--- src/rtl/uart_pkg.sv ---
// Shared UART constants and receiver state encoding, used by both my_uart (tx)
// and my_uart_rx.
package uart_pkg;

    localparam int UART_DATA_BITS    = 8;
    localparam int UART_CLKS_PER_BIT = 10;   // 10 MHz logic clock, 1 Mbaud

    typedef enum logic [2:0] {
        RX_WAIT_IDLE = 3'd0,
        RX_IDLE      = 3'd1,
        RX_START     = 3'd2,
        RX_DATA      = 3'd3,
        RX_STOP      = 3'd4
    } rx_state_t;

endpackage

--- src/rtl/my_uart_rx_if.sv ---
// Receive-side bundle: serial line in, held byte plus status out to the consumer.
interface my_uart_rx_if;
    import uart_pkg::*;

    logic                      rx;
    logic                      byte_rd;
    logic [UART_DATA_BITS-1:0] rx_byte;
    logic                      byte_ready;
    logic                      frame_err;
    logic                      overrun;

    // slave: the receiver itself; master: whoever drives the line and reads bytes
    modport slave (
        input  rx,
        input  byte_rd,
        output rx_byte,
        output byte_ready,
        output frame_err,
        output overrun
    );

    modport master (
        output rx,
        output byte_rd,
        input  rx_byte,
        input  byte_ready,
        input  frame_err,
        input  overrun
    );

endinterface

--- src/rtl/sync_2ff.sv ---
// Two-flop synchronizer for asynchronous level inputs; reset value is a parameter
// so idle-high lines (uart rx) and idle-low lines (disc_trig) both come up quiet.
module sync_2ff #(
    parameter int               WIDTH     = 1,
    parameter logic [WIDTH-1:0] RESET_VAL = '0
) (
    input  logic             clk,
    input  logic             reset,
    input  logic [WIDTH-1:0] d,
    output logic [WIDTH-1:0] q
);

    logic [WIDTH-1:0] meta_reg;
    logic [WIDTH-1:0] sync_reg;

    always_ff @(posedge clk) begin
        if (reset) begin
            meta_reg <= RESET_VAL;
            sync_reg <= RESET_VAL;
        end else begin
            meta_reg <= d;
            sync_reg <= meta_reg;
        end
    end

    assign q = sync_reg;

endmodule

--- src/rtl/my_uart_rx.sv ---
// 8N1 UART receiver: mid-bit sampling off the start-bit edge, one-byte holding
// register with byte_ready/byte_rd handshake, frame error pulse, sticky overrun.
module my_uart_rx
    import uart_pkg::*;
#(
    parameter int CLKS_PER_BIT = UART_CLKS_PER_BIT,
    parameter int HALF_BIT     = CLKS_PER_BIT / 2
) (
    input  logic        clk,
    input  logic        reset,
    my_uart_rx_if.slave bus
);

    localparam int CNT_W   = $clog2(CLKS_PER_BIT);
    localparam int BIDX_W  = $clog2(UART_DATA_BITS);
    localparam logic [CNT_W-1:0]  HALF_LAST = CNT_W'(HALF_BIT - 1);
    localparam logic [CNT_W-1:0]  BIT_LAST  = CNT_W'(CLKS_PER_BIT - 1);
    localparam logic [BIDX_W-1:0] LAST_BIT  = BIDX_W'(UART_DATA_BITS - 1);

    logic rx_s;

    rx_state_t                 state_reg;
    logic [CNT_W-1:0]          cnt_reg;
    logic [BIDX_W-1:0]         bit_idx_reg;
    logic [UART_DATA_BITS-1:0] shreg_reg;
    logic [UART_DATA_BITS-1:0] rx_byte_reg;
    logic                      byte_ready_reg;
    logic                      frame_err_reg;
    logic                      overrun_reg;

    // Resets to 1 so the line looks idle while reset is held.
    sync_2ff #(
        .WIDTH     (1),
        .RESET_VAL (1'b1)
    ) u_rx_sync (
        .clk   (clk),
        .reset (reset),
        .d     (bus.rx),
        .q     (rx_s)
    );

    always_ff @(posedge clk) begin
        if (reset) begin
            state_reg      <= RX_WAIT_IDLE;
            cnt_reg        <= '0;
            bit_idx_reg    <= '0;
            shreg_reg      <= '0;
            rx_byte_reg    <= '0;
            byte_ready_reg <= 1'b0;
            frame_err_reg  <= 1'b0;
            overrun_reg    <= 1'b0;
        end else begin
            frame_err_reg <= 1'b0;

            // Consumer read; a byte load below in the same cycle takes precedence.
            if (bus.byte_rd && byte_ready_reg) begin
                byte_ready_reg <= 1'b0;
                overrun_reg    <= 1'b0;
            end

            case (state_reg)
                RX_WAIT_IDLE: begin
                    if (rx_s) begin
                        state_reg <= RX_IDLE;
                    end
                end

                RX_IDLE: begin
                    if (!rx_s) begin
                        state_reg <= RX_START;
                        cnt_reg   <= '0;
                    end
                end

                RX_START: begin
                    if (cnt_reg == HALF_LAST) begin
                        cnt_reg     <= '0;
                        bit_idx_reg <= '0;
                        state_reg   <= rx_s ? RX_IDLE : RX_DATA;
                    end else begin
                        cnt_reg <= cnt_reg + CNT_W'(1);
                    end
                end

                RX_DATA: begin
                    if (cnt_reg == BIT_LAST) begin
                        cnt_reg   <= '0;
                        shreg_reg <= {rx_s, shreg_reg[UART_DATA_BITS-1:1]};
                        if (bit_idx_reg == LAST_BIT) begin
                            state_reg <= RX_STOP;
                        end else begin
                            bit_idx_reg <= bit_idx_reg + BIDX_W'(1);
                        end
                    end else begin
                        cnt_reg <= cnt_reg + CNT_W'(1);
                    end
                end

                RX_STOP: begin
                    if (cnt_reg == BIT_LAST) begin
                        cnt_reg <= '0;
                        if (rx_s) begin
                            rx_byte_reg    <= shreg_reg;
                            byte_ready_reg <= 1'b1;
                            // Simultaneous read consumes the old byte: no overrun.
                            if (byte_ready_reg) begin
                                overrun_reg <= !bus.byte_rd;
                            end
                            state_reg <= RX_IDLE;
                        end else begin
                            frame_err_reg <= 1'b1;
                            state_reg     <= RX_WAIT_IDLE;
                        end
                    end else begin
                        cnt_reg <= cnt_reg + CNT_W'(1);
                    end
                end

                default: state_reg <= RX_WAIT_IDLE;
            endcase
        end
    end

    assign bus.rx_byte    = rx_byte_reg;
    assign bus.byte_ready = byte_ready_reg;
    assign bus.frame_err  = frame_err_reg;
    assign bus.overrun    = overrun_reg;

endmodule
--- src/flat_wrapper.sv ---
// flat-port wrapper written by rule: the top's interface ports become plain ports
module my_uart_rx_flat import uart_pkg::*;
#(
    parameter int CLKS_PER_BIT = UART_CLKS_PER_BIT,
    parameter int HALF_BIT     = CLKS_PER_BIT / 2
)
  (clk, reset, bus_rx, bus_byte_rd, bus_rx_byte, bus_byte_ready, bus_frame_err, bus_overrun);
  my_uart_rx_if bus_i ();
  input  logic clk;
  input  logic reset;
  input wire logic [$bits(bus_i.rx)-1:0] bus_rx;
  input wire logic [$bits(bus_i.byte_rd)-1:0] bus_byte_rd;
  output wire logic [$bits(bus_i.rx_byte)-1:0] bus_rx_byte;
  output wire logic [$bits(bus_i.byte_ready)-1:0] bus_byte_ready;
  output wire logic [$bits(bus_i.frame_err)-1:0] bus_frame_err;
  output wire logic [$bits(bus_i.overrun)-1:0] bus_overrun;
  assign bus_i.rx = bus_rx;
  assign bus_i.byte_rd = bus_byte_rd;
  assign bus_rx_byte = bus_i.rx_byte;
  assign bus_byte_ready = bus_i.byte_ready;
  assign bus_frame_err = bus_i.frame_err;
  assign bus_overrun = bus_i.overrun;
  my_uart_rx #(.CLKS_PER_BIT(CLKS_PER_BIT), .HALF_BIT(HALF_BIT)) u_core (.clk(clk), .reset(reset), .bus(bus_i));
endmodule
--- config.mk ---
export PLATFORM = sky130hd
export DESIGN_NAME = my_uart_rx_flat
export DESIGN_NICKNAME = d
export VERILOG_FILES = /design/src/rtl/uart_pkg.sv /design/src/rtl/my_uart_rx_if.sv /design/src/rtl/sync_2ff.sv /design/src/rtl/my_uart_rx.sv /design/src/flat_wrapper.sv
export SDC_FILE = /design/constraint.sdc
export NUM_CORES = 1
export LEC_CHECK = 0
export CAP_MARGIN = 20
export CORE_AREA = 2 2 62 64
export CTS_CLUSTER_DIAMETER = 100
export DETAILED_ROUTE_END_ITERATION = 7
export DIE_AREA = 0 0 64 66
export PLACE_DENSITY_LB_ADDON = 0.05
export SYNTH_ARGS = -nofsm -noshare
export SYNTH_HDL_FRONTEND = slang
export SYNTH_SLANG_ARGS = --single-unit
--- constraint.sdc ---
create_clock -name clk -period 1.8 [get_ports clk]
set_input_delay 0.45 -clock clk [delete_from_list [all_inputs] [get_ports clk]]
set_output_delay 0.45 -clock clk [all_outputs]
set_load 0.05 [all_outputs]
== Word-level counts from Yosys, hierarchy flattened ==
Cells that the tools add are included.

* Register bits: 31
* Input port bits: 4
* Output and inout bits: 11
* Word-level logic and storage cells: 67

* Add/subtract/negate cells: 2
* Eq/ne operators: 14
* Mux-type cells: 27
* Bitwise gates (word level): 2
* Reductions and logical operators: 12

{| class="wikitable"
|+ Operator list
! kind !! count
|-
| 2-to-1 mux 3 bit || 9
|-
| one-hot mux 3 bit (5 select lines) || 1
|-
| 2-to-1 mux 4 bit || 3
|-
| one-hot mux 4 bit (3 select lines) || 1
|-
| 2-to-1 mux 1 bit || 11
|-
| != test 2 x 1 -> 1 bit, second input constant || 4
|-
| == test 3 x 2 -> 1 bit, second input constant || 2
|-
| == test 3 bit, second input constant || 2
|-
| != test 2 bit, second input constant || 3
|-
| one-hot mux 3 bit (2 select lines) || 1
|-
| AND reduction 6 bit || 1
|-
| adder 4 x 1 -> 4 bit, second input constant || 1
|-
| == test 4 x 3 -> 1 bit, second input constant || 1
|-
| == test 4 bit, second input constant || 1
|-
| AND reduction 2 bit || 2
|-
| AND reduction 4 bit || 1
|-
| adder 3 x 1 -> 3 bit, second input constant || 1
|-
| == test 3 x 1 -> 1 bit, second input constant || 1
|-
| logical NOT 3 bit || 1
|-
| AND reduction 3 bit || 1
|-
| nonzero test 3 bit || 1
|-
| OR reduction 3 bit || 1
|-
| 2-to-1 mux 2 bit || 1
|-
| NOT 1 bit || 2
|-
| other kinds (4) || 4
|}

== Depth between registers and ports, before layout ==
Gate-level depths: netlist of the first run.

* Word-level depth: 6
* Gate-level depth with buffers: 8
* Depth with buffers taken out: 6

== Modules after synthesis ==
Synthesis of the first run repeated with hierarchy kept, for this count alone.

* Cells, all modules: 144
* Area total of the unflattened synthesis: 1378.8 sq um

{| class="wikitable"
|+ By module, submodules not included
! module !! instances !! cells each !! area an instance (sq um) !! seq. area each (sq um)
|-
| my_uart_rx || 1 || 140 || 1326.3 || 580.6
|-
| sync_2ff || 1 || 4 || 52.6 || 40.0
|}

== Worst setup path before layout of the first run ==
No wires, ideal clock.

* Path type: register -> register
* From: register u_core.cnt_reg[0]
* To: register u_core.bit_idx_reg[0]
* Setup time: 0.070 ns
* Data arrival time: 1.479 ns
* Data required time: 1.730 ns
* Setup slack: 0.251 ns
* Cell stages (with the launch flop): 7
* Path buffers: 1
* Period minus slack after synthesis: 1.549 ns
* Cell sequence: dfxtp_1 ha_1 and3b_1 buf_6 a31oi_4 or4b_1 a21oi_1

* Word-level cells in the longest chain between the ends: 3
* Elaborated cells on any way between the ends: 5
* Classes of those cells: 4 x eq/ne; 1 x reduce/logical

{| class="wikitable"
|+ RTL lines
! item !! line !! source
|-
| start, declared || my_uart_rx.sv:23 || <nowiki>logic [CNT_W-1:0] cnt_reg;</nowiki>
|-
| start signal, assigned || my_uart_rx.sv:81 || <nowiki>cnt_reg <= cnt_reg + CNT_W'(1);</nowiki>
|-
| start signal, assigned || my_uart_rx.sv:95 || <nowiki>cnt_reg <= cnt_reg + CNT_W'(1);</nowiki>
|-
| start signal, assigned || my_uart_rx.sv:115 || <nowiki>cnt_reg <= cnt_reg + CNT_W'(1);</nowiki>
|-
| == test 4 bit or == test 4 x 3 -> 1 bit (tied branches) || my_uart_rx.sv:86, my_uart_rx.sv:76 ||
|-
| != test 2 x 1 -> 1 bit (no line) || n/a ||
|-
| AND reduction 4 bit (no line) * || n/a ||
|-
| end signal, assigned || my_uart_rx.sv:92 || <nowiki>bit_idx_reg <= bit_idx_reg + BIDX_W'(1);</nowiki>
|-
| end, declared || my_uart_rx.sv:24 || <nowiki>logic [BIDX_W-1:0] bit_idx_reg;</nowiki>
|}

Every way passes the cells marked *; elsewhere a longest branch is shown, timed or not.
A chain may end at the register's enable or synchronous reset.

== Worst setup path after layout of the first run ==
* From: register u_core.state_reg[0]
* To: register u_core.cnt_reg[2]

* Word-level cells in the longest chain between the ends: 4
* Elaborated cells on any way between the ends: 9
* Classes of those cells: 5 x eq/ne; 1 x mux; 3 x reduce/logical

{| class="wikitable"
|+ RTL lines
! item !! line !! source
|-
| start, declared || my_uart_rx.sv:22 || <nowiki>rx_state_t state_reg;</nowiki>
|-
| start signal, assigned || my_uart_rx.sv:79 || <nowiki>state_reg <= rx_s ? RX_IDLE : RX_DATA;</nowiki>
|-
| == test 3 x 2 -> 1 bit or == test 3 bit (tied branches) || my_uart_rx.sv:61 || <nowiki>case (state_reg)</nowiki>
|-
| OR reduction 2 bit (no line) || n/a ||
|-
| nonzero test 3 bit (no line) || n/a ||
|-
| AND reduction 2 bit (no line) || n/a ||
|}

Parallel ways exist; a longest one is shown, timed or not.

==> metrics.csv, run 1 <==
metric,value,unit
worst hold slack,0.4203,ns
Post-Syn Area per Cell,9.384,um2
"Max FO, Critical Path",16,
worst hold stages,1,
final setup vio count,0,
DP Area,1573,um2
drt pass-1 iters,4,
Tmin final,1.664,ns
nature of the critical path endpoint,register,
R2R setup slack,0.14,ns
# rows,22,
Max Fclk,600.8,MHz
# IOs,15,
reg2reg path depth,4,
Final TNS setup,0,ns
vias in the first global route,1051,
Core ar.,3551,um2
layout cells sized above 1,18.45,%
Detail Placement HPWL,1.832,mm
CTS tree,done,
hold path endpoint,u_core.u_rx_sync.q,
Async SR Flop Fraction,0,%
reg-to-reg endpoint,u_core.cnt_reg[2],
max_cap viols,0,
die span in y,66,um
Finished Cell Area,1632,um2
critical path class,register to register,
origin of the critical flop-to-flop path,u_core.state_reg[0],
pwr dens,750.6,nW/um2
initial antenna violation count,0,
setup repair bufs after CTS,0,
Nets,176,
synth unique cells,35,
Yosys reg bits,31,
"commonest non-fill, non-tap cell in the layout",dfxtp_1,
Crit path required time,2.05,ns
P&R area growth vs syn,17.48,%
RSZ-0062 raised after global routing,no,
Hold Path Class,register to register,
DRC,0,
Die Area,4224,um2
Netlist Area Pre-Place,1389,um2
via count,1076,
clk buf depth,2,
Initial Util,39.11,%
Worst-Skew Late Latency,0.34,ns
Routed WL,2.639,mm
"Seq/Total Area, Yosys",44.68,%
Slew Limit Fails,0,
Tcrit/Tclk final,92.47,%
global-route wire length before repair,4.581,mm
First DRT Iteration DRCs,30,
gr usage total,14.15,%
top_reg_cell synth,dfxtp_1,
max_slew headroom,64.76,%
critical path startpoint category,register,
wire per inst,12.22,um
Mapped Cells,148,
"Reg clk slew, reported paths",0.10,ns
"non-filler cells, final",216,
vias per cell,4.981,
Final WS setup,0.1355,ns
pre-CTS setup slack,0.1165,ns
total power,1.225,mW
critical path arrival,1.91,ns
Peak VDD IR,0.6350,mV
Root Buffer,clkbuf_4,
"Net Count, Synth",157,
Least-Margin Pin Slew,0.5279,ns
most frequent cells in the layout,"dfxtp_1, nor2_1, mux2i_1, buf_4, a21oi_1",
IO Port Bufs,14,
synth warn,0,
FILL cells,355,
Hold Fails Final Rpt,0,
P_leak,0.6492,nW
Inst Count DP,208,
Layout Utilization,45.95,%
outcome,"finished, final reports clean",
TritonCTS Sinks,31,
Layout Skew,0.009192,ns
number of H-tree levels,2,
GRT overflow,0,
CTS Buf Count,5,
Die W,64,um
Routed Antenna Nets,0,
ant diodes,0,
Worst Hold Launch,u_core.u_rx_sync.meta_reg,
GP Congestion,0.7433,
Post-synth EDFFs,0,
pin count of the biggest net entering global routing,32,
[per-layer routing]
metal  global-route usage (%)  wire (um)  vias to the layer above
met5                        0          0                        -
li1                         -          -                      563
met1                    16.03       1274                      491
met3                    4.940        102                        4
met2                    23.70       1225                       18
met4                    6.793         37                        0
[synthesized netlist by cell type, types with 3 or more instances]
library cell   n  area (um2)
nand2b_1       3       18.77
dfxtp_1       31       620.6
inv_1          4       15.01
o21ai_0        9       45.04
or3_1          3       18.77
a21oi_1       10       50.05
nor3b_1        3       22.52
nand2_1        8       30.03
nor2_1        22       82.58
a211oi_1       3       22.52
ha_1           5       62.56
mux2i_1       16       160.2
buf_2          4       20.02
[worst max path at each step]
stage | slack (ns) | to | start
floorplan | 0.25 | u_core.bit_idx_reg[0] | u_core.cnt_reg[0]
global placement | 0.14 | u_core.bit_idx_reg[0] | u_core.cnt_reg[0]
detailed placement | 0.12 | u_core.bit_idx_reg[0] | u_core.cnt_reg[0]
CTS | 0.08 | u_core.bit_idx_reg[0] | u_core.cnt_reg[0]
global route | 0.02 | u_core.shreg_reg[0] | u_core.state_reg[0]
finish | 0.14 | u_core.cnt_reg[2] | u_core.state_reg[0]
[report_power, final]
group / switching [mW] / internal [mW] / leakage (nW)
sequential: 0.0339 / 0.697 / 0.251
clock: 0.256 / 0.149 / 0.0272
combinational: 0.0408 / 0.0473 / 0.371
[cell families after synthesis]
| logic type | Yosys count | share of synthesized area (%) |
|---|---|---|
| xor+xnor | 1 | 0.6307 |
| mux | 16 | 11.53 |
| flops | 31 | 44.69 |
| fa+ha+maj | 5 | 4.505 |
| simple gates | 53 | 19.82 |
| buf+inv | 12 | 4.415 |
| compound gates | 30 | 14.41 |
[cell type report]
cell class              instances  area, um2  area share (%)
inverters                       4      15.01          0.9202
clock inverters                 3      20.02           1.227
well taps                      48      60.06           3.681
flip-flops and latches         31      620.6           38.04
repair buffers                 20      170.2           10.43
multi-input cells             105      708.2           43.41
clock buffers                   5      37.54           2.301
[what timing repair did]
action	in CTS	in global routing
resized for setup	0	1
hold buffers	0	0
endpoints found under the setup margin	0	1
[critical path, stage by stage (launching register included)]
cell and delay [ns]:
dfxtp_1 0.49, or3b_1 0.48, a21oi_1 0.27, a211oi_1 0.09
nor4_1 0.25
Note: power is estimated with default switching activity, not from simulation.
==> inputs of run 2 (changes only) <==
--- a/config.mk
+++ b/config.mk
@@ -6,11 +6,12 @@
 export NUM_CORES = 1
 export LEC_CHECK = 0
 export CAP_MARGIN = 20
-export CORE_AREA = 2 2 62 64
+export CORE_AREA = 2 2 54 56
 export CTS_CLUSTER_DIAMETER = 100
 export DETAILED_ROUTE_END_ITERATION = 7
-export DIE_AREA = 0 0 64 66
+export DIE_AREA = 0 0 56 58
 export PLACE_DENSITY_LB_ADDON = 0.05
+export SKIP_CTS_REPAIR_TIMING = 1
 export SYNTH_ARGS = -nofsm -noshare
 export SYNTH_HDL_FRONTEND = slang
 export SYNTH_SLANG_ARGS = --single-unit
==> run 2 against run 1 <==
Net effect:
- sequential cell count stayed put
- global-route usage rose by 3.4 points
- clock power decreased by 16%
- register-to-register slack about the same
- final area down 1.8%
- sequential power is essentially flat
- first-iteration DRC count down 17%
- critical path type unchanged
- final cell count fell by 8.3%
- highest routed layer unchanged
==> metrics.csv, run 2 (synthesis results as in run 1) <==
metric,value,unit
"Reg clk slew, reported paths",0.09,ns
Layout Skew,0.007422,ns
vias in the first global route,952,
Routed WL,2.518,mm
RSZ-0062 raised after global routing,no,
R2R setup slack,0.12,ns
nature of the critical path endpoint,register,
Detail Placement HPWL,1.763,mm
TritonCTS Sinks,31,
drt pass-1 iters,4,
Hold Fails Final Rpt,0,
Nets,177,
pin count of the biggest net entering global routing,32,
max_cap viols,0,
reg2reg path depth,5,
total power,1.157,mW
Initial Util,52.16,%
most frequent cells in the layout,"dfxtp_1, nor2_1, buf_4",
layout cells sized above 1,17.37,%
CP endpoint,u_core.bit_idx_reg[0],
wire per inst,12.72,um
initial antenna violation count,0,
P&R area growth vs syn,15.32,%
worst hold slack,0.4158,ns
vias per cell,5.449,
M3 GR Usage,7.366,%
# rows,19,
Max Fclk,595.6,MHz
First DRT Iteration DRCs,25,
Hold Path Class,register to register,
origin of the critical flop-to-flop path,u_core.cnt_reg[0],
"commonest non-fill, non-tap cell in the layout",dfxtp_1,
number of H-tree levels,2,
Tmin final,1.679,ns
Routed Antenna Nets,0,
global-route wire length before repair,4.312,mm
ant diodes,0,
GR peak layer,met2,
via count,1079,
clk buf depth,2,
GR Util met1,21.41,%
gr usage total,17.54,%
Least-Margin Pin Slew,0.5211,ns
Layout Utilization,60.15,%
DRC,0,
critical path startpoint category,register,
# IOs,15,
Die W,56,um
pwr dens,722.5,nW/um2
"Max FO, Critical Path",6,
critical path arrival,1.93,ns
max_slew headroom,65.21,%
Worst-Skew Late Latency,0.32,ns
Die Area,3248,um2
Slew Limit Fails,0,
Final TNS setup,0,ns
IO Port Bufs,14,
Root Buffer,clkbuf_4,
P_leak,0.6503,nW
GP Congestion,0.7312,
GRT overflow,0,
final setup vio count,0,
met2 track demand over resource,26.39,%
die span in y,58,um
reg-to-reg endpoint,u_core.bit_idx_reg[0],
Tcrit/Tclk final,93.28,%
Core ar.,2663,um2
outcome,"finished, final reports clean",
critical path class,register to register,
CTS Buf Count,5,
Peak VDD IR,0.5490,mV
CTS tree,done,
CP Launch Point,u_core.cnt_reg[0],
Crit path required time,2.05,ns
==> run 2: cell count changes in the layout (fill, tap and decap cells not counted), sizes merged <==
cell,before,now
clkinv,1,0
buf,17,18
clkinvlp,2,0
clkbuf,5,6
==> run 2: worst min-delay path by stage <==
stage                              startpoint                 end  slack, ns  cells after the start
floorplan           u_core.u_rx_sync.meta_reg  u_core.u_rx_sync.q       0.39                      1
global placement    u_core.u_rx_sync.meta_reg  u_core.u_rx_sync.q       0.39                      1
detailed placement  u_core.u_rx_sync.meta_reg  u_core.u_rx_sync.q       0.40                      1
CTS                 u_core.u_rx_sync.meta_reg  u_core.u_rx_sync.q       0.42                      1
global route        u_core.u_rx_sync.meta_reg  u_core.u_rx_sync.q       0.44                      1
finish              u_core.u_rx_sync.meta_reg  u_core.u_rx_sync.q       0.42                      1
==> run 2: final cells by class <==
type	instances	area, um2
Inverter	4	15.01
Sequential cell	31	620.6
Multi-Input combinational cell	105	708.2
Clock buffer	6	41.29
Tap cell	31	38.79
Timing Repair Buffer	21	177.7
Fill cell	239	1061
==> run 2: metrics by stage <==
step / instances / cell area, um2 / worst slack, ns
floorplan: 148 / 1389 / 0.2510
global placement: 192 / 1559 / 0.1501
detailed placement: 192 / 1559 / 0.08722
CTS: 198 / 1600 / 0.06086
global route: 198 / 1602 / 0.03579
finish: 198 / 1602 / 0.1210
==> run 2: power by group <==
| group | switching [mW] | internal, mW |
|---|---|---|
| Combinational | 0.0399 | 0.0472 |
| Sequential | 0.0337 | 0.697 |
| Clock | 0.201 | 0.138 |
==> run 2: critical path: stages, from the launching register on <==
cell and delay (ns):
dfxtp_1 0.41, ha_1 0.19, and3b_2 0.28, a31oi_4 0.12, or4b_1 0.49, a21oi_1 0.13
==> run 2: metal layers <==
metal	routed length, um	vias up
met3	115	5
met1	1196	488
met4	57	0
met2	1149	25
met5	0	-
li1	-	561
==> inputs of run 3 (changes only) <==
--- a/config.mk
+++ b/config.mk
@@ -14,4 +14,5 @@
 export SKIP_CTS_REPAIR_TIMING = 1
 export SYNTH_ARGS = -nofsm -noshare
 export SYNTH_HDL_FRONTEND = slang
+export SYNTH_HIERARCHICAL = 1
 export SYNTH_SLANG_ARGS = --single-unit
==> run 3 against run 2 <==
Net effect:
- register-to-register slack barely moved
- global-route usage is 0.32 points lower
- setup slack got worse by 0.0058 ns
- critical path type unchanged
- sequential power is 5.5% higher
- fmax down 0.34%
- critical path depth rose by 1
==> metrics.csv, run 3 <==
metric,value,unit
clk buf depth,2,
Peak VDD IR,0.6890,mV
Clock power frac,34.5,%
Mapped Cells,144,
Max Fclk,593.6,MHz
# IOs,15,
CTS Buf Count,5,
"Seq/Total Area, Yosys",45.01,%
synth warn,6,
Async SR Flop Fraction,0,%
nature of the critical path endpoint,register,
max_cap viols,0,
vias per cell,5.422,
via count,1079,
Cell Int Power,1.196,mW
Routed WL,2.545,mm
Layout Skew,0.01219,ns
Detail Placement HPWL,1.855,mm
GP Congestion,0.7724,
CTS tree,done,
Post-Syn Area per Cell,9.575,um2
critical path class,register to register,
layout cells sized above 1,21.43,%
Crit path required time,2.06,ns
DRC,0,
ant diodes,0,
Slew Limit Fails,0,
Sw Ratio,26.34,%
final setup vio count,0,
Die Area,3248,um2
top cell type's share of synthesized area,45.01,%
"Reg clk slew, reported paths",0.10,ns
commonest cells in the netlist,"dfxtp_1, nor2_1, mux2i_1, a21oi_1, o21ai_0",
Least-Margin Pin Slew,0.3642,ns
Combinational Power Share,18.0,%
number of H-tree levels,2,
P&R area growth vs syn,20.69,%
critical path arrival,1.94,ns
Final TNS setup,0,ns
R2R setup slack,0.12,ns
top-count cell post-synth,dfxtp_1,
reg-to-reg endpoint,u_core/state_reg[0],
"Net Count, Synth",153,
synth unique cells,38,
top post-synthesis cells by area,"dfxtp_1, mux2i_1, nor2_1, ha_1, a21oi_1",
Initial Util,51.79,%
switching power,0.4278,mW
# rows,19,
Routed Antenna Nets,0,
Tmin final,1.685,ns
max_slew headroom,75.69,%
Die W,56,um
drt pass-1 iters,4,
cell taking the most area after synthesis,dfxtp_1,
global-route wire length before repair,4.381,mm
CP cell instances,inv_1 > ha_1 > and3b_1 > a21oi_4 > or4b_1 > a21oi_1,
Nets,176,
top_reg_cell synth,dfxtp_1,
Hold Fails Final Rpt,0,
vias in the first global route,1002,
P_leak,0.7071,nW
"slowest stage delay, CP",0.52,ns
"commonest non-fill, non-tap cell in the layout",dfxtp_1,
hold path endpoint,u_core/u_rx_sync/q,
"Max FO, Critical Path",8,
critical path startpoint category,register,
pwr dens,975.9,nW/um2
TritonCTS Sinks,31,
CP max-delay cell,or4b_1,
Worst-Skew Late Latency,0.32,ns
die span in y,58,um
pin count of the biggest net entering global routing,20,
Inst Count DP,191,
wire per inst,12.79,um
Root Buffer,clkbuf_4,
outcome,"finished, final reports clean",
Post-synth EDFFs,0,
Yosys reg bits,31,
GRT overflow,0,
IO Port Bufs,14,
Tcrit/Tclk final,93.60,%
Worst Hold Launch,u_core/u_rx_sync/meta_reg,
"non-filler cells, final",199,
RSZ-0062 raised after global routing,no,
origin of the critical flop-to-flop path,u_core/cnt_reg[1],
First DRT Iteration DRCs,43,
initial antenna violation count,0,
worst hold stages,1,
reg2reg path depth,6,
gr usage total,17.22,%
Netlist Area Pre-Place,1379,um2
most frequent cells in the layout,"dfxtp_1, buf_4, nor2_1",
Core ar.,2663,um2
Hold Path Class,register to register,
sequential power share,47.5,%
run 3: cell types whose count changed in the layout (fill, tap and decap cells not counted), moves of 2 or more:
cell and delta:
a211oi_1 -2, a21oi_1 +2, and3b_1 +2, buf_4 +3, nand2_1 -3, nand4_1 +3
nor2_1 -4, nor3b_1 -2, or2_1 +2, or2_2 -2, or3_1 -2
run 3: power by group through the flow:
stage / sequential, mW / combinational, mW / clock (mW)
after global placement: 0.785 / 0.281 / 0
after CTS: 0.770 / 0.290 / 0.582
after floorplan: 0.754 / 0.225 / 0
after global routing: 0.781 / 0.322 / 0.607
after detailed placement: 0.786 / 0.287 / 0
final: 0.771 / 0.292 / 0.561
run 3: cell families after synthesis:
| family | after synthesis | share of synthesized area [%] |
|---|---|---|
| AOI/OAI and AO/OA | 30 | 13.52 |
| xor gates and xnor gates | 1 | 0.6353 |
| adders and majority gates | 5 | 4.537 |
| buffers and inverters | 11 | 4.083 |
| DFF | 31 | 45.01 |
| muxes | 17 | 12.34 |
| and+or+nand+nor | 49 | 19.87 |
run 3: layer usage:
metal  vias to the layer above  global-route usage, %  wire length [um]
li1                        555                      -                 -
met1                       496                  20.03              1111
met2                        23                  29.75              1284
met3                         5                  4.464               112
met4                         0                  8.163                36
met5                         -                      0                 0
run 3: per-stage QoR:
step                setup WS [ns]  cell area (um2)  hold slack [ns]  util [%]  power [mW]
floorplan                  0.2554             1379           0.3832         -      0.9798
global placement           0.1056             1573           0.3984     59.07       1.066
detailed placement         0.1003             1573           0.3958     59.07       1.073
CTS                       0.07097             1659           0.4082     62.31       1.642
global route              0.04066             1664           0.4335     62.50       1.710
finish                     0.1153             1664           0.4062     62.50       1.624
run 3: worst max path at each step:
stage	from	end	slack (ns)	depth (start not counted)
2_1_floorplan	u_core/cnt_reg[0]	u_core/cnt_reg[2]	0.26	6
3_3_place_gp	u_core/cnt_reg[0]	u_core/cnt_reg[2]	0.11	7
3_5_place_dp	u_core/cnt_reg[0]	u_core/cnt_reg[2]	0.10	7
4_1_cts	u_core/cnt_reg[0]	u_core/cnt_reg[2]	0.07	7
5_1_grt	u_core/cnt_reg[1]	u_core/state_reg[0]	0.04	6
6_report	u_core/cnt_reg[1]	u_core/state_reg[0]	0.12	6
run 3: cell type report:
cell class | count | area, um2
Clock buffer | 6 | 51.30
Clock inverter | 2 | 35.03
Fill cell | 231 | 998.5
Timing Repair Buffer | 24 | 200.2
Inverter | 3 | 11.26
Sequential cell | 31 | 620.6
Multi-Input combinational cell | 102 | 706.9
Tap cell | 31 | 38.79
run 3: worst max-delay path: cells and delay by family (launching register included):
| kind | cells | cell delay (ns) |
|---|---|---|
| AND/OR/NAND/NOR | 2 | 0.81 |
| buffers and inverters | 1 | 0.09 |
| AO/OA/AOI/OAI | 2 | 0.20 |
| adder cells (fa/ha/maj) | 1 | 0.17 |
| flip-flops | 1 | 0.35 |
